==> src/rtl/cmd_frame_decoder.sv <==
// cmd_frame_decoder: parses framed RX commands into register-file/ALU strobes and
// pushes read data or ALU result bytes into the TX FIFO.
module cmd_frame_decoder #(
   parameter int DATA_WIDTH   = 8,
   parameter int ADDR_WIDTH   = 4,
   parameter int FUN_WIDTH    = 4,
   parameter int RESP_TIMEOUT = 16
) (
   input  logic                    CLK,
   input  logic                    RST,
   input  logic [DATA_WIDTH-1:0]   RX_D,
   input  logic                    RX_D_VLD,
   input  logic [DATA_WIDTH-1:0]   RF_RdData,
   input  logic                    RF_RdData_VLD,
   input  logic [2*DATA_WIDTH-1:0] ALU_OUT,
   input  logic                    ALU_OUT_VLD,
   input  logic                    FIFO_FULL,
   output logic                    RF_WrEn,
   output logic                    RF_RdEn,
   output logic [ADDR_WIDTH-1:0]   RF_Address,
   output logic [DATA_WIDTH-1:0]   RF_WrData,
   output logic                    ALU_EN,
   output logic [FUN_WIDTH-1:0]    ALU_FUN,
   output logic                    CLK_GATE_EN,
   output logic [DATA_WIDTH-1:0]   TX_D,
   output logic                    TX_D_VLD,
   output logic                    BUSY
);
   localparam logic [3:0] S_IDLE     = 4'd0;
   localparam logic [3:0] S_WR_ADDR  = 4'd1;
   localparam logic [3:0] S_WR_DATA  = 4'd2;
   localparam logic [3:0] S_RD_ADDR  = 4'd3;
   localparam logic [3:0] S_RD_WAIT  = 4'd4;
   localparam logic [3:0] S_TX_RD    = 4'd5;
   localparam logic [3:0] S_OPA      = 4'd6;
   localparam logic [3:0] S_OPB      = 4'd7;
   localparam logic [3:0] S_FUN      = 4'd8;
   localparam logic [3:0] S_ALU_WAIT = 4'd9;
   localparam logic [3:0] S_TX_LO    = 4'd10;
   localparam logic [3:0] S_TX_HI    = 4'd11;
   localparam logic [DATA_WIDTH-1:0] C_WR  = DATA_WIDTH'(8'hAA);
   localparam logic [DATA_WIDTH-1:0] C_RD  = DATA_WIDTH'(8'hBB);
   localparam logic [DATA_WIDTH-1:0] C_ALU = DATA_WIDTH'(8'hCC);
   localparam logic [DATA_WIDTH-1:0] C_FUN = DATA_WIDTH'(8'hDD);
   localparam int CW = $clog2(RESP_TIMEOUT) + 1;
   localparam logic [CW-1:0] C_TO = CW'(RESP_TIMEOUT - 1);

   logic [3:0]              r_state;
   logic [CW-1:0]           r_cnt;
   logic [ADDR_WIDTH-1:0]   r_wr_addr;
   logic [2*DATA_WIDTH-1:0] r_data;
   logic                    r_wr_en, r_rd_en, r_alu_en, r_gate, r_tx_vld, r_busy;
   logic [ADDR_WIDTH-1:0]   r_addr;
   logic [DATA_WIDTH-1:0]   r_wr_data, r_tx_d;
   logic [FUN_WIDTH-1:0]    r_fun;
   logic [3:0]              w_next;
   logic                    w_tout, w_wait;

   assign w_tout = (r_cnt == C_TO);
   assign w_wait = (r_state == S_RD_WAIT) || (r_state == S_ALU_WAIT);

   always_comb begin
      w_next = r_state;
      case (r_state)
         S_IDLE:     if (RX_D_VLD) w_next = (RX_D == C_WR)  ? S_WR_ADDR :
                                            (RX_D == C_RD)  ? S_RD_ADDR :
                                            (RX_D == C_ALU) ? S_OPA     :
                                            (RX_D == C_FUN) ? S_FUN     : S_IDLE;
         S_WR_ADDR:  if (RX_D_VLD) w_next = S_WR_DATA;
         S_WR_DATA:  if (RX_D_VLD) w_next = S_IDLE;
         S_RD_ADDR:  if (RX_D_VLD) w_next = S_RD_WAIT;
         S_RD_WAIT:  w_next = RF_RdData_VLD ? S_TX_RD : w_tout ? S_IDLE : S_RD_WAIT;
         S_TX_RD:    if (!FIFO_FULL) w_next = S_IDLE;
         S_OPA:      if (RX_D_VLD) w_next = S_OPB;
         S_OPB:      if (RX_D_VLD) w_next = S_FUN;
         S_FUN:      if (RX_D_VLD) w_next = S_ALU_WAIT;
         S_ALU_WAIT: w_next = ALU_OUT_VLD ? S_TX_LO : w_tout ? S_IDLE : S_ALU_WAIT;
         S_TX_LO:    if (!FIFO_FULL) w_next = S_TX_HI;
         S_TX_HI:    if (!FIFO_FULL) w_next = S_IDLE;
         default:    w_next = S_IDLE;
      endcase
   end

   // Strobes default low every cycle; data outputs hold until their strobe fires
   always_ff @(posedge CLK or negedge RST) begin
      if (!RST) begin
         r_state   <= S_IDLE;
         r_cnt     <= '0;
         r_wr_addr <= '0;
         r_data    <= '0;
         r_wr_en   <= 1'b0;
         r_rd_en   <= 1'b0;
         r_alu_en  <= 1'b0;
         r_gate    <= 1'b0;
         r_tx_vld  <= 1'b0;
         r_busy    <= 1'b0;
         r_addr    <= '0;
         r_wr_data <= '0;
         r_tx_d    <= '0;
         r_fun     <= '0;
      end else begin
         r_state  <= w_next;
         r_busy   <= (w_next != S_IDLE);
         r_gate   <= (w_next == S_FUN) || (w_next == S_ALU_WAIT);
         r_cnt    <= (w_wait && (w_next == r_state)) ? r_cnt + 1'b1 : '0;
         r_wr_en  <= 1'b0;
         r_rd_en  <= 1'b0;
         r_alu_en <= 1'b0;
         r_tx_vld <= 1'b0;
         case (r_state)
            S_WR_ADDR: if (RX_D_VLD) r_wr_addr <= RX_D[ADDR_WIDTH-1:0];
            S_WR_DATA: if (RX_D_VLD) begin
               r_wr_en   <= 1'b1;
               r_addr    <= r_wr_addr;
               r_wr_data <= RX_D;
            end
            S_RD_ADDR: if (RX_D_VLD) begin
               r_rd_en <= 1'b1;
               r_addr  <= RX_D[ADDR_WIDTH-1:0];
            end
            S_RD_WAIT: if (RF_RdData_VLD) r_data <= {{DATA_WIDTH{1'b0}}, RF_RdData};
            S_TX_RD: if (!FIFO_FULL) begin
               r_tx_vld <= 1'b1;
               r_tx_d   <= r_data[DATA_WIDTH-1:0];
            end
            S_OPA: if (RX_D_VLD) begin
               r_wr_en   <= 1'b1;
               r_addr    <= '0;
               r_wr_data <= RX_D;
            end
            S_OPB: if (RX_D_VLD) begin
               r_wr_en   <= 1'b1;
               r_addr    <= ADDR_WIDTH'(1);
               r_wr_data <= RX_D;
            end
            S_FUN: if (RX_D_VLD) begin
               r_alu_en <= 1'b1;
               r_fun    <= RX_D[FUN_WIDTH-1:0];
            end
            S_ALU_WAIT: if (ALU_OUT_VLD) r_data <= ALU_OUT;
            S_TX_LO: if (!FIFO_FULL) begin
               r_tx_vld <= 1'b1;
               r_tx_d   <= r_data[DATA_WIDTH-1:0];
            end
            S_TX_HI: if (!FIFO_FULL) begin
               r_tx_vld <= 1'b1;
               r_tx_d   <= r_data[2*DATA_WIDTH-1:DATA_WIDTH];
            end
            default: ;
         endcase
      end
   end

   assign RF_WrEn     = r_wr_en;
   assign RF_RdEn     = r_rd_en;
   assign RF_Address  = r_addr;
   assign RF_WrData   = r_wr_data;
   assign ALU_EN      = r_alu_en;
   assign ALU_FUN     = r_fun;
   assign CLK_GATE_EN = r_gate;
   assign TX_D        = r_tx_d;
   assign TX_D_VLD    = r_tx_vld;
   assign BUSY        = r_busy;
endmodule

==> config.mk <==
export PLATFORM = sky130hd
export DESIGN_NAME = cmd_frame_decoder
export DESIGN_NICKNAME = d
export VERILOG_FILES = /design/src/rtl/cmd_frame_decoder.sv
export SDC_FILE = /design/constraint.sdc
export NUM_CORES = 1
export LEC_CHECK = 0
export ABC_AREA = 1
export CAP_MARGIN = 20
export CORE_AREA = 8 8 87 89
export CTS_CLUSTER_DIAMETER = 80
export DETAILED_ROUTE_END_ITERATION = 10
export DIE_AREA = 0 0 95 97
export GPL_TIMING_DRIVEN = 0
export PLACE_DENSITY = 0.76
export SYNTH_ARGS = -nofsm -noshare
export SYNTH_HDL_FRONTEND = slang
export SYNTH_SLANG_ARGS = --single-unit
==> constraint.sdc <==
create_clock -name CLK -period 2.9 [get_ports CLK]
set_input_delay 0.29 -clock CLK [delete_from_list [all_inputs] [get_ports CLK]]
set_output_delay 0.29 -clock CLK [all_outputs]
set_load 0.01 [all_outputs]
Yosys cells after proc, flatten, opt, wreduce, memory -nomap -nowiden
Cells that the tools add are included. W data, S select, Z words.

Add/subtract/negate cells: 1. Multipliers: 0. Div/mod/pow operators: 0. Magnitude comparators: 0. Equality and inequality tests: 27. Shift operators: 0. Mux-type cells: 36. Bitwise logic cells: 0. Reductions and logical operators: 18.

Operator list (number): $mux W4 (19); $pmux W4 S11 (1); $eq A8 B8 Y1 const B (4); $mux W16 (2); $pmux W16 S2 (1); $eq A4 B4 Y1 const B (6); $eq A4 B3 Y1 const B (4); $mux W8 (2); $ne A2 B2 Y1 const B (8); $pmux W4 S4 (1); $pmux W8 S2 (1); $eq A4 B2 Y1 const B (2); $reduce_bool A4 Y1 (2); $mux W1 (6); $mux W3 (2); $reduce_and A2 Y1 (3); $reduce_and A3 Y1 (2); $reduce_or A3 Y1 (2); $add A5 B1 Y5 const B (1); $eq A5 B4 Y1 const B (1); $mux W5 (1); $reduce_and A5 Y1 (1); $eq A4 B1 Y1 const B (1); $eq A4 B4 Y1 (1); other kinds (5) (8).

Bits in registers: 59. Latch bits: 0. RAM bits: 0. Bits in read-only memories: 0. Output and inout bits: 30. Word-level logic and storage cells: 96. Memories: 0.

Logic depth before layout (Yosys ltp)
Gate-level depths: netlist of run 1.

Word-level depth: 10. Mapped depth: 14.

Worst setup path before layout of run 1
OpenSTA, ideal clock, no wires.

Path type: reg2reg. From: register r_cnt[0]. To: register r_cnt[0]. Setup time: 0.072 ns. Data arrival time: 1.628 ns. Required time: 2.828 ns. Path slack: 1.200 ns. Stages on the path, launching flop included: 13. Clock period less this slack: 1.700 ns. Path through: dfrtp_1 ha_1 and3_1 ha_1 nand2_1 nand3_1 nand3_1 nor2_1 nand3_1 nand2_1 nor2_2 nand3_2 nor2_1.

Cells in the longest elaborated chain, start to end: 7. Elaborated cells between the ends (all ways): 10. Classes of those cells: add/sub (1); eq/ne (2); mux (6); reduce/logical (1).

Ends and longest elaborated chain: from (decl) (line 49) `logic [CW-1:0] r_cnt;`; from (signal assigned) (line 105) `r_cnt <= (w_wait && (w_next == r_state)) ? r_cnt + 1'b1 : '0;`; $eq A5 B4 Y1 (line 59) `assign w_tout = (r_cnt == C_TO);`; $mux W4 / $mux W3 (equally long branches) (2 in series) (line 77, 72); $pmux W4 S11 (line 64) `case (r_state)`; $eq A4 B4 Y1 (line 105); $logic_and A1 B1 Y1 (line 105); $mux W5 (*) (line 105).

Every way passes the cells marked *; elsewhere a longest branch is shown, timed or not. A chain may end at the register's enable or synchronous reset.

Worst setup path in the final report of run 1
From: register r_cnt[0]. To: register r_cnt[3].

Same word-level chain as after synthesis.

==> impl_metrics.tcl, run 1 <==
set metrics [dict create \
    synth-edff-count 0 \
    drc_errors 0 \
    post-cts-setup-buffer-count 0 \
    drtIter0Drc 253 \
    report.final.setup_viol 0 \
    synth_area_leaders "dfrtp_1 50%, nand2_1 14%, nand3_1 7.1%, nor2_1 4.9%, a31oi_1 3.4%" \
    synth_compound_area_share_pct 8.93 \
    crit_buf_inv 0 \
    cp.depth 11 \
    yosysWarningCount 0 \
    cp_slowest_stage_delay_ns 0.37 \
    ys_types 32 \
    netlist_area_sq_um 2970 \
    io_pins 68 \
    grt_pass1_vias 2708 \
    cts_sinks 59 \
    finalSetupTns_ns 0 \
    syn_nets 405 \
    firstDrtPassIters 5 \
    muxShareOfSynthArea_pct 0 \
    root_buffer "clkbuf_8" \
    min_path_cells 3 \
    hold_viol_final 0 \
    cellLeakagePower_uw 0.00192 \
    arrival_ns 2.19 \
    holdPathEnd "RF_RdEn" \
    fp.dieW_microns 95 \
    r2r_end "r_cnt[3]" \
    run_status "finished clean" \
    drive_gt1_share_pct 13.0 \
    rsz0062_at_grt "false" \
    synthTopCellsByCount "110 x nand2_1, 59 x dfrtp_1, 42 x nand3_1, 39 x nor2_1, 21 x inv_1" \
    post-route-util_pct 63.7 \
    grt_start_max_net_pins 43 \
    r2r-start "r_cnt[0]" \
    synth_area_leader_cell "dfrtp_1" \
    hold_ws_ns 0.367 \
    synth_fa_ha_area_share_pct 0.842 \
    fin_nets 484 \
    critical_path_class "reg -> reg" \
    die_area_sq_um 9220 \
    slew_headroom_pct 70.8 \
    cp_slowest_cell "dfrtp_1" \
    max_freq_ghz 0.518 \
    clock_path_buffers 2 \
    synth_ff_type "dfrtp_1" \
    worstMarginPinSlew_ns 0.439 \
    grt_use_total_pct 17.1 \
    core-area_sq_um 6200 \
    ant_nets 0 \
    synth_top_family_by_area "simple AND/OR/NAND/NOR gates" \
    async_reset_ff_share_pct 100 \
    crit_fanout 5 \
    synthXorXnorAreaFrac_pct 0.589 \
    port_buffers 66 \
    syn-instance-count 365 \
    yosysMostFrequentCell "nand2_1" \
    vdd_ir_drop_max_v 0.000477 \
    period_share_pct 66.6 \
    synth-seq-cells 59 \
    grt_pass1_wl_microns 12700 \
    hold_class "in -> reg" \
    start_util_pct 47.9 \
    finalCriticalPeriod_ns 1.93 \
    cts_buffers 9 \
    row_count 29 \
    synth_top_cell_area_share_pct 49.7 \
    place_hpwl_microns 5610 \
    insertedDiodeCount 0 \
    seq_area_frac_synth_pct 49.7 \
    viasPerCell 5.11 \
    grt_overflow 0 \
    drv_cap 0 \
    cp-start-kind "flip-flop" \
    min_from "RX_D_VLD" \
    h-tree-depth 3 \
    endpoint_kind "flip-flop" \
    cts_tree "yes" \
    syn2layout_area_growth_pct 33.1 \
    cp_data_required_time_ns 3.16 \
    syn-mean-instance-area_sq_um 8.14 \
    cts_hold_buf 1 \
    routed_wl_microns 7400 \
    r2r_slack_ns 0.97 \
    powerDensity_nw_per_um2 893 \
    wl_per_cell_microns 14.1 \
    crit_family "simple AND/OR/NAND/NOR gates" \
    drv_slew 0 \
    worstRegToRegCells 11 \
    finalClockSkew_ns 0.00567 \
    path_clk_slew_ns 0.06 \
    clkLatencyLatePin_ns 0.33 \
    die-height_microns 97 \
    vias 2676 \
    routabilityCongestion 0.857 \
    post_cts_resized 0 \
    synth-simple-area-share_pct 34.0 \
    antenna_found_initial 0 \
    path_cells "ha_1 -> and3_1 -> ha_1 -> nand2_1 -> nand3_1 -> nand3_1 -> nor2_1 -> a21oi_1 -> nor2_2 -> nand3_2 -> nor2_1" \
]
-- kinds of logic (layout without fill, tap and decap cells) --
| kind of cell | after synthesis | count (layout) |
|---|---|---|
| fa+ha+maj | 2 | 2 |
| buf+inv | 37 | 119 |
| compound gates | 42 | 42 |
| flops | 59 | 59 |
| xor+xnor | 2 | 2 |
| simple gates | 223 | 223 |
-- registers in the layout, indices dropped and copies added, names as in the netlist --
| signal | cells |
|---|---|
| ALU_EN | 1 |
| ALU_FUN | 4 |
| BUSY | 1 |
| CLK_GATE_EN | 1 |
| RF_Address | 4 |
| RF_RdEn | 1 |
| RF_WrData | 8 |
| RF_WrEn | 1 |
| TX_D | 8 |
| TX_D_VLD | 1 |
| r_cnt | 5 |
| r_data | 16 |
| r_state | 4 |
| r_wr_addr | 4 |
-- how the worst max path moves through the flow --
stage,slack (ns),endpoint,start
detailed placement,0.95,r_cnt[3],RX_D[1]
floorplan,1.20,r_cnt[0],r_cnt[0]
global route,0.75,r_cnt[4],r_cnt[0]
CTS,0.94,r_cnt[3],r_cnt[0]
finish,0.97,r_cnt[3],r_cnt[0]
global placement,-0.25,r_data[0],RST
-- where the power goes --
part	switching, uW	total (uW)	internal, uW
Clock	299	755	456
Sequential	190	1300	1110
Combinational	796	1470	675
Total	1290	3530	2240
-- routing by layer --
layer | part of all wire, % | GRT usage, % | up-vias
met2 | 49 | 28.1 | 73
met4 | 1.5 | 6.61 | 0
li1 | - | - | 1354
met3 | 5.7 | 4.17 | 9
met5 | 0 | 0 | -
met1 | 44 | 20.9 | 1240
-- cells in the final DEF, fill, tap and decap left out, types with 2 or more instances in the layout --
cell type / count
nand2_1: 110
a21oi_1: 2
a31oi_1: 16
nor2_2: 7
nand2_4: 3
nand3_1: 42
nor3_1: 4
buf_2: 5
o21ai_0: 11
o21ai_2: 2
clkdlybuf4s50_1: 65
nor2_1: 39
buf_6: 4
clkbuf_8: 12
ha_1: 2
nand3_2: 5
inv_2: 6
dfrtp_1: 59
a21oi_2: 2
nand4_1: 3
nand2_2: 5
o21ai_1: 7
inv_1: 21
-- metrics by stage --
step           std cells  setup WS (ns)  power, uW  cell area [sq um]
5_1_grt              524          0.754       3790               3950
3_3_place_gp         508         -0.245       2750               3730
2_1_floorplan        365           1.20       2150               2970
4_1_cts              524          0.941       3570               3950
3_5_place_dp         509          0.953       2790               3740
6_report             524          0.970       3530               3950
-- final cells by class --
type | count | area (sq um)
buffer | 10 | 76.3
clock buffer | 12 | 165
clock inverter | 2 | 35.0
fill | 538 | 2250
inverter | 27 | 101
multi-input combinational | 269 | 1320
sequential | 59 | 1480
tap | 77 | 96.3
timing repair buffer | 68 | 686
-- worst min-delay path: stages --
cell and delay, ns:
buf_2 0.17, nand3_1 0.13, inv_1 0.06
Note: power is estimated with default switching activity, not from simulation.
==> run 2: changes to the inputs <==
--- a/config.mk
+++ b/config.mk
@@ -7,12 +7,12 @@
 export LEC_CHECK = 0
 export ABC_AREA = 1
 export CAP_MARGIN = 20
-export CORE_AREA = 8 8 87 89
+export CORE_AREA = 8 8 91 93
 export CTS_CLUSTER_DIAMETER = 80
 export DETAILED_ROUTE_END_ITERATION = 10
-export DIE_AREA = 0 0 95 97
+export DIE_AREA = 0 0 99 101
 export GPL_TIMING_DRIVEN = 0
-export PLACE_DENSITY = 0.76
+export PLACE_DENSITY = 0.73
 export SYNTH_ARGS = -nofsm -noshare
 export SYNTH_HDL_FRONTEND = slang
 export SYNTH_SLANG_ARGS = --single-unit
==> constraint.sdc (replaced) <==
create_clock -name CLK -period 1.6 [get_ports CLK]
set_input_delay 0.16 -clock CLK [delete_from_list [all_inputs] [get_ports CLK]]
set_output_delay 0.16 -clock CLK [all_outputs]
set_load 0.01 [all_outputs]
==> impl_metrics.tcl, run 2 (same netlist as run 1, synthesis figures left out) <==
set metrics [dict create \
    insertedDiodeCount 0 \
    io_pins 68 \
    vdd_ir_drop_max_v 0.000570 \
    start_util_pct 42.8 \
    grt_pass1_vias 2835 \
    syn2layout_area_growth_pct 42.1 \
    grt_overflow 0 \
    wl_per_cell_microns 14.4 \
    antenna_found_initial 0 \
    clkPwrFrac_pct 19.6 \
    powerDensity_nw_per_um2 1620 \
    drive_gt1_share_pct 21.6 \
    multi_input_area_sq_um 1480 \
    port_buffers 66 \
    core-area_sq_um 6940 \
    cts_buffers 9 \
    worstRegToRegCells 12 \
    die_area_sq_um 10000 \
    h-tree-depth 3 \
    place_hpwl_microns 5760 \
    fin_nets 493 \
    rsz0062_at_grt "true" \
    totalPowerFinal_uw 6840 \
    min_path_cells 3 \
    crit_fanout 5 \
    ant_nets 0 \
    cellLeakagePower_uw 0.00199 \
    worstMarginPinSlew_ns 0.589 \
    drv_cap 0 \
    path_clk_slew_ns 0.06 \
    report.final.setup_viol 7 \
    place_ws_ns -0.270 \
    largest_reg_flops 16 \
    hold_ws_ns 0.259 \
    fp.dieW_microns 99 \
    row_count 31 \
    holdPathEnd "RF_RdEn" \
    drc_errors 0 \
    slew_headroom_pct 60.7 \
    crit_start "r_cnt[1]" \
    firstDrtPassIters 4 \
    run_status "finished with violations" \
    grt_use_total_pct 16.3 \
    drv_slew 0 \
    p_comb_share_pct 46.0 \
    r2r-start "r_cnt[1]" \
    endpoint_kind "flip-flop" \
    vias 2757 \
    cp-start-kind "flip-flop" \
    cts_tree "yes" \
    cts_sinks 59 \
    viasPerCell 5.11 \
    die-height_microns 101 \
    regArea_sq_um 1480 \
    root_buffer "clkbuf_8" \
    min_from "RX_D_VLD" \
    hold_viol_final 0 \
    power_switching_uw 2610 \
    drtIter0Drc 146 \
    hold_class "in -> reg" \
    most-common-layout-cells "104 x nand2_1, 65 x clkdlybuf4s50_1, 56 x dfrtp_1" \
    period_share_pct 112 \
    grt_pass1_wl_microns 13000 \
    max_freq_ghz 0.557 \
    switching_share_pct 38.1 \
    cp_data_required_time_ns 1.86 \
    regMostFlops "r_data" \
    arrival_ns 2.06 \
    r2r_slack_ns -0.19 \
    seqPwrFrac_pct 34.4 \
    routed_wl_microns 7760 \
    grt_start_max_net_pins 36 \
    critical_path_class "reg -> reg" \
    final_common_cell "nand2_1" \
    routabilityCongestion 0.861 \
    post-route-util_pct 60.8 \
    r2r_end "r_cnt[2]" \
    clkLatencyLatePin_ns 0.34 \
    fillers 616 \
    setup_ws_ns -0.194 \
    finalCriticalPeriod_ns 1.79 \
    finalClockSkew_ns 0.0107 \
    internal_power_uw 4230 \
    clock_path_buffers 2 \
    failed_checks "setup timing" \
]
## run 2: cell count changes in the layout (fill, tap and decap cells not counted), moves of 4 or more
cell	before	now
nand2_1	110	104
nor2_1	39	30
nor2_4	1	8
nand3_1	42	38
nand2_2	5	9
buf_4	1	10
## run 2: final cells by class
type / instances / area share [%]
tap: 82 / 2.43
multi-input combinational: 269 / 35.1
inverter: 27 / 2.46
sequential: 59 / 35.0
clock inverter: 5 / 1.24
clock buffer: 11 / 3.35
timing repair buffer: 78 / 18.3
buffer: 9 / 2.07
## run 2: layer usage
layer / GRT usage, % / vias to the layer above / wire length (microns)
met5: 0 / - / 0
met4: 8.97 / 0 / 191
met3: 3.87 / 14 / 401
met2: 27.1 / 75 / 3890
met1: 19.1 / 1292 / 3280
li1: - / 1376 / -
## run 2: timing repair
action,4_1_cts,5_1_grt
setup endpoints to repair,43,44
endpoints found under the hold margin,24,0
hold buffers,1,0
pin swaps,14,12
gates resized for setup,19,27
buffers inserted,7,3
## run 2: worst max path at each step
stage	endpoint	slack (ns)
final	r_cnt[2]	-0.19
after CTS	r_cnt[2]	-0.18
after global routing	r_cnt[2]	-0.30
after floorplan	r_cnt[2]	-0.008
after detailed placement	r_cnt[0]	-0.27
after global placement	r_data[0]	-1.44
## run 2: through the flow
stage | area [sq um] | TNS [ns] | std cells
3_3_place_gp | 3760 | -89.33 | 513
6_report | 4220 | -1.01 | 540
5_1_grt | 4220 | -1.94 | 540
2_1_floorplan | 3000 | -0.0317 | 365
3_5_place_dp | 3780 | -5.28 | 514
4_1_cts | 4100 | -1.53 | 538
## run 2: critical path, stage by stage (launching register included)
cell     delay [ns]
dfrtp_1        0.38
ha_2           0.19
and3_4         0.18
ha_4           0.16
nand2_2        0.07
nand3_2        0.08
nand3_2        0.09
nor2_4         0.05
nand3_2        0.06
nand2_2        0.06
nor2_2         0.15
nand3_4        0.12
nor2_1         0.12
## run 2: power by group through the flow
stage	Clock, uW	Sequential (uW)	Combinational (uW)
after detailed placement	0	2370	2710
after global placement	0	2350	2650
after CTS	1360	2350	2910
final	1340	2350	3140
after floorplan	0	2460	1450
after global routing	1420	2420	3460
==> run 3: changes to the inputs <==
==> constraint.sdc (replaced) <==
create_clock -name CLK -period 1.57 [get_ports CLK]
set_input_delay 0.157 -clock CLK [delete_from_list [all_inputs] [get_ports CLK]]
set_output_delay 0.157 -clock CLK [all_outputs]
set_load 0.01 [all_outputs]
==> impl_metrics.tcl, run 3 (same netlist as run 1, synthesis figures left out) <==
set metrics [dict create \
    cts_tree "yes" \
    firstDrtPassIters 5 \
    failed_checks "setup timing" \
    insertedDiodeCount 0 \
    drc_errors 0 \
    worstMarginPinSlew_ns 0.549 \
    clock_path_buffers 2 \
    viasPerCell 5.11 \
    powerDensity_nw_per_um2 1650 \
    grt_pass1_wl_microns 12700 \
    syn2layout_area_growth_pct 44.5 \
    arrival_ns 2.04 \
    h-tree-depth 3 \
    clkLatencyLatePin_ns 0.33 \
    setup_ws_ns -0.212 \
    die-height_microns 101 \
    endpoint_kind "flip-flop" \
    port_buffers 66 \
    grt_use_total_pct 15.8 \
    finalInstanceArea_sq_um 4290 \
    finalCriticalPeriod_ns 1.78 \
    grt_overflow 0 \
    fp.dieW_microns 99 \
    regMostFlops "r_data" \
    drv_cap 0 \
    finalClockSkew_ns 0.00763 \
    report.final.setup_viol 12 \
    hold_class "in -> reg" \
    cts_sinks 59 \
    root_buffer "clkbuf_8" \
    final_common_cell "nand2_1" \
    routed_wl_microns 7830 \
    cts_buffers 9 \
    grt_start_max_net_pins 38 \
    drv_slew 0 \
    hold_viol_final 0 \
    core-area_sq_um 6940 \
    largest_reg_flops 16 \
    cellLeakagePower_uw 0.00203 \
    start_util_pct 42.8 \
    drtIter0Drc 114 \
    wl_per_cell_microns 14.3 \
    place_ws_ns -0.260 \
    cp_data_required_time_ns 1.83 \
    antenna_found_initial 0 \
    crit_fanout 7 \
    vias 2788 \
    slew_headroom_pct 63.4 \
    finalSetupTns_ns -1.25 \
    io_pins 68 \
    grt_pass1_vias 2773 \
    cp-start-kind "flip-flop" \
    place_hpwl_microns 5510 \
    routabilityCongestion 0.877 \
    path_clk_slew_ns 0.06 \
    drive_gt1_share_pct 23.1 \
    rsz0062_at_grt "true" \
    run_status "finished with violations" \
    critical_path_class "reg -> reg" \
    max_freq_ghz 0.561 \
    vdd_ir_drop_max_v 0.000581 \
    most-common-layout-cells "104 x nand2_1, 65 x clkdlybuf4s50_1, 56 x dfrtp_1" \
    die_area_sq_um 10000 \
    ant_nets 0 \
    row_count 31 \
    fin_nets 501 \
    totalPowerFinal_uw 7070 \
    period_share_pct 114 \
    place_area_sq_um 3780 \
]
[run 3: cell types whose count changed in the layout (fill, tap and decap cells not counted), sizes merged]
cell	change
clkinvlp	-1
buf	+9
clkinv	-2
[run 3: power by group]
part | internal (uW) | total, uW | switching, uW
clock | 843 | 1410 | 563
combinational | 1540 | 3260 | 1720
sequential | 2060 | 2410 | 350
total | 4450 | 7070 | 2630
[run 3: cell type report]
type	count	area, sq um
multi-input cells	269	1470
clock buffers	12	165
well taps	82	103
repair buffers	85	840
fillers	593	2650
plain buffers	10	92.6
flip-flops and latches	59	1480
clock inverters	2	35.0
inverters	27	104
[run 3: worst paths after layout]
path / start / endpoint / slack (ns) / depth (start not counted)
setup / recovery: r_state[3] / r_cnt[2] / -0.21 / 10
max in group asynchronous: RST / r_data[7] / 0.65 / 3
hold reg to reg: RF_Address[1] / RF_Address[1] / 0.48 / 2
hold / removal: RX_D_VLD / RF_RdEn / 0.24 / 3
min in group asynchronous: RST / RF_WrData[5] / 0.34 / 2
setup reg to reg: r_state[3] / r_cnt[2] / -0.21 / 10
[run 3: metal layers]
metal  GRT usage [%]  routed length [microns]  vias to the layer above
li1                -                        -                     1397
met1            18.8                     3420                     1293
met2            26.2                     3870                       84
met3            3.87                      394                       14
met4            7.79                      148                        0
met5               0                        0                        -
[run 3: worst max-delay path, cell delays in order (launching register included)]
cell	delay [ns]
dfrtp_2	0.47
inv_2	0.08
nand2_2	0.13
nor2_1	0.09
nand2_2	0.07
nand2_1	0.12
nor2_2	0.19
nand3_2	0.14
a21oi_2	0.15
nand3_2	0.15
nor2_1	0.12
[run 3: what timing repair did]
item                                   CTS  global route
resized for setup                       21            28
setup endpoints to repair               44            46
gates cloned                             0             1
pin swaps                               15            13
hold buffers                             1             0
endpoints found under the hold margin   22             0
buffers inserted                         6            10
[run 3: metrics by stage]
stage / cells / util, % / hold WS (ns)
after global routing: 546 / 61.8 / 0.282
after floorplan: 365 / - / -0.139
after detailed placement: 514 / 54.4 / 0.175
after CTS: 535 / 59.3 / 0.222
after global placement: 513 / 54.2 / 0.456
final: 546 / 61.8 / 0.243
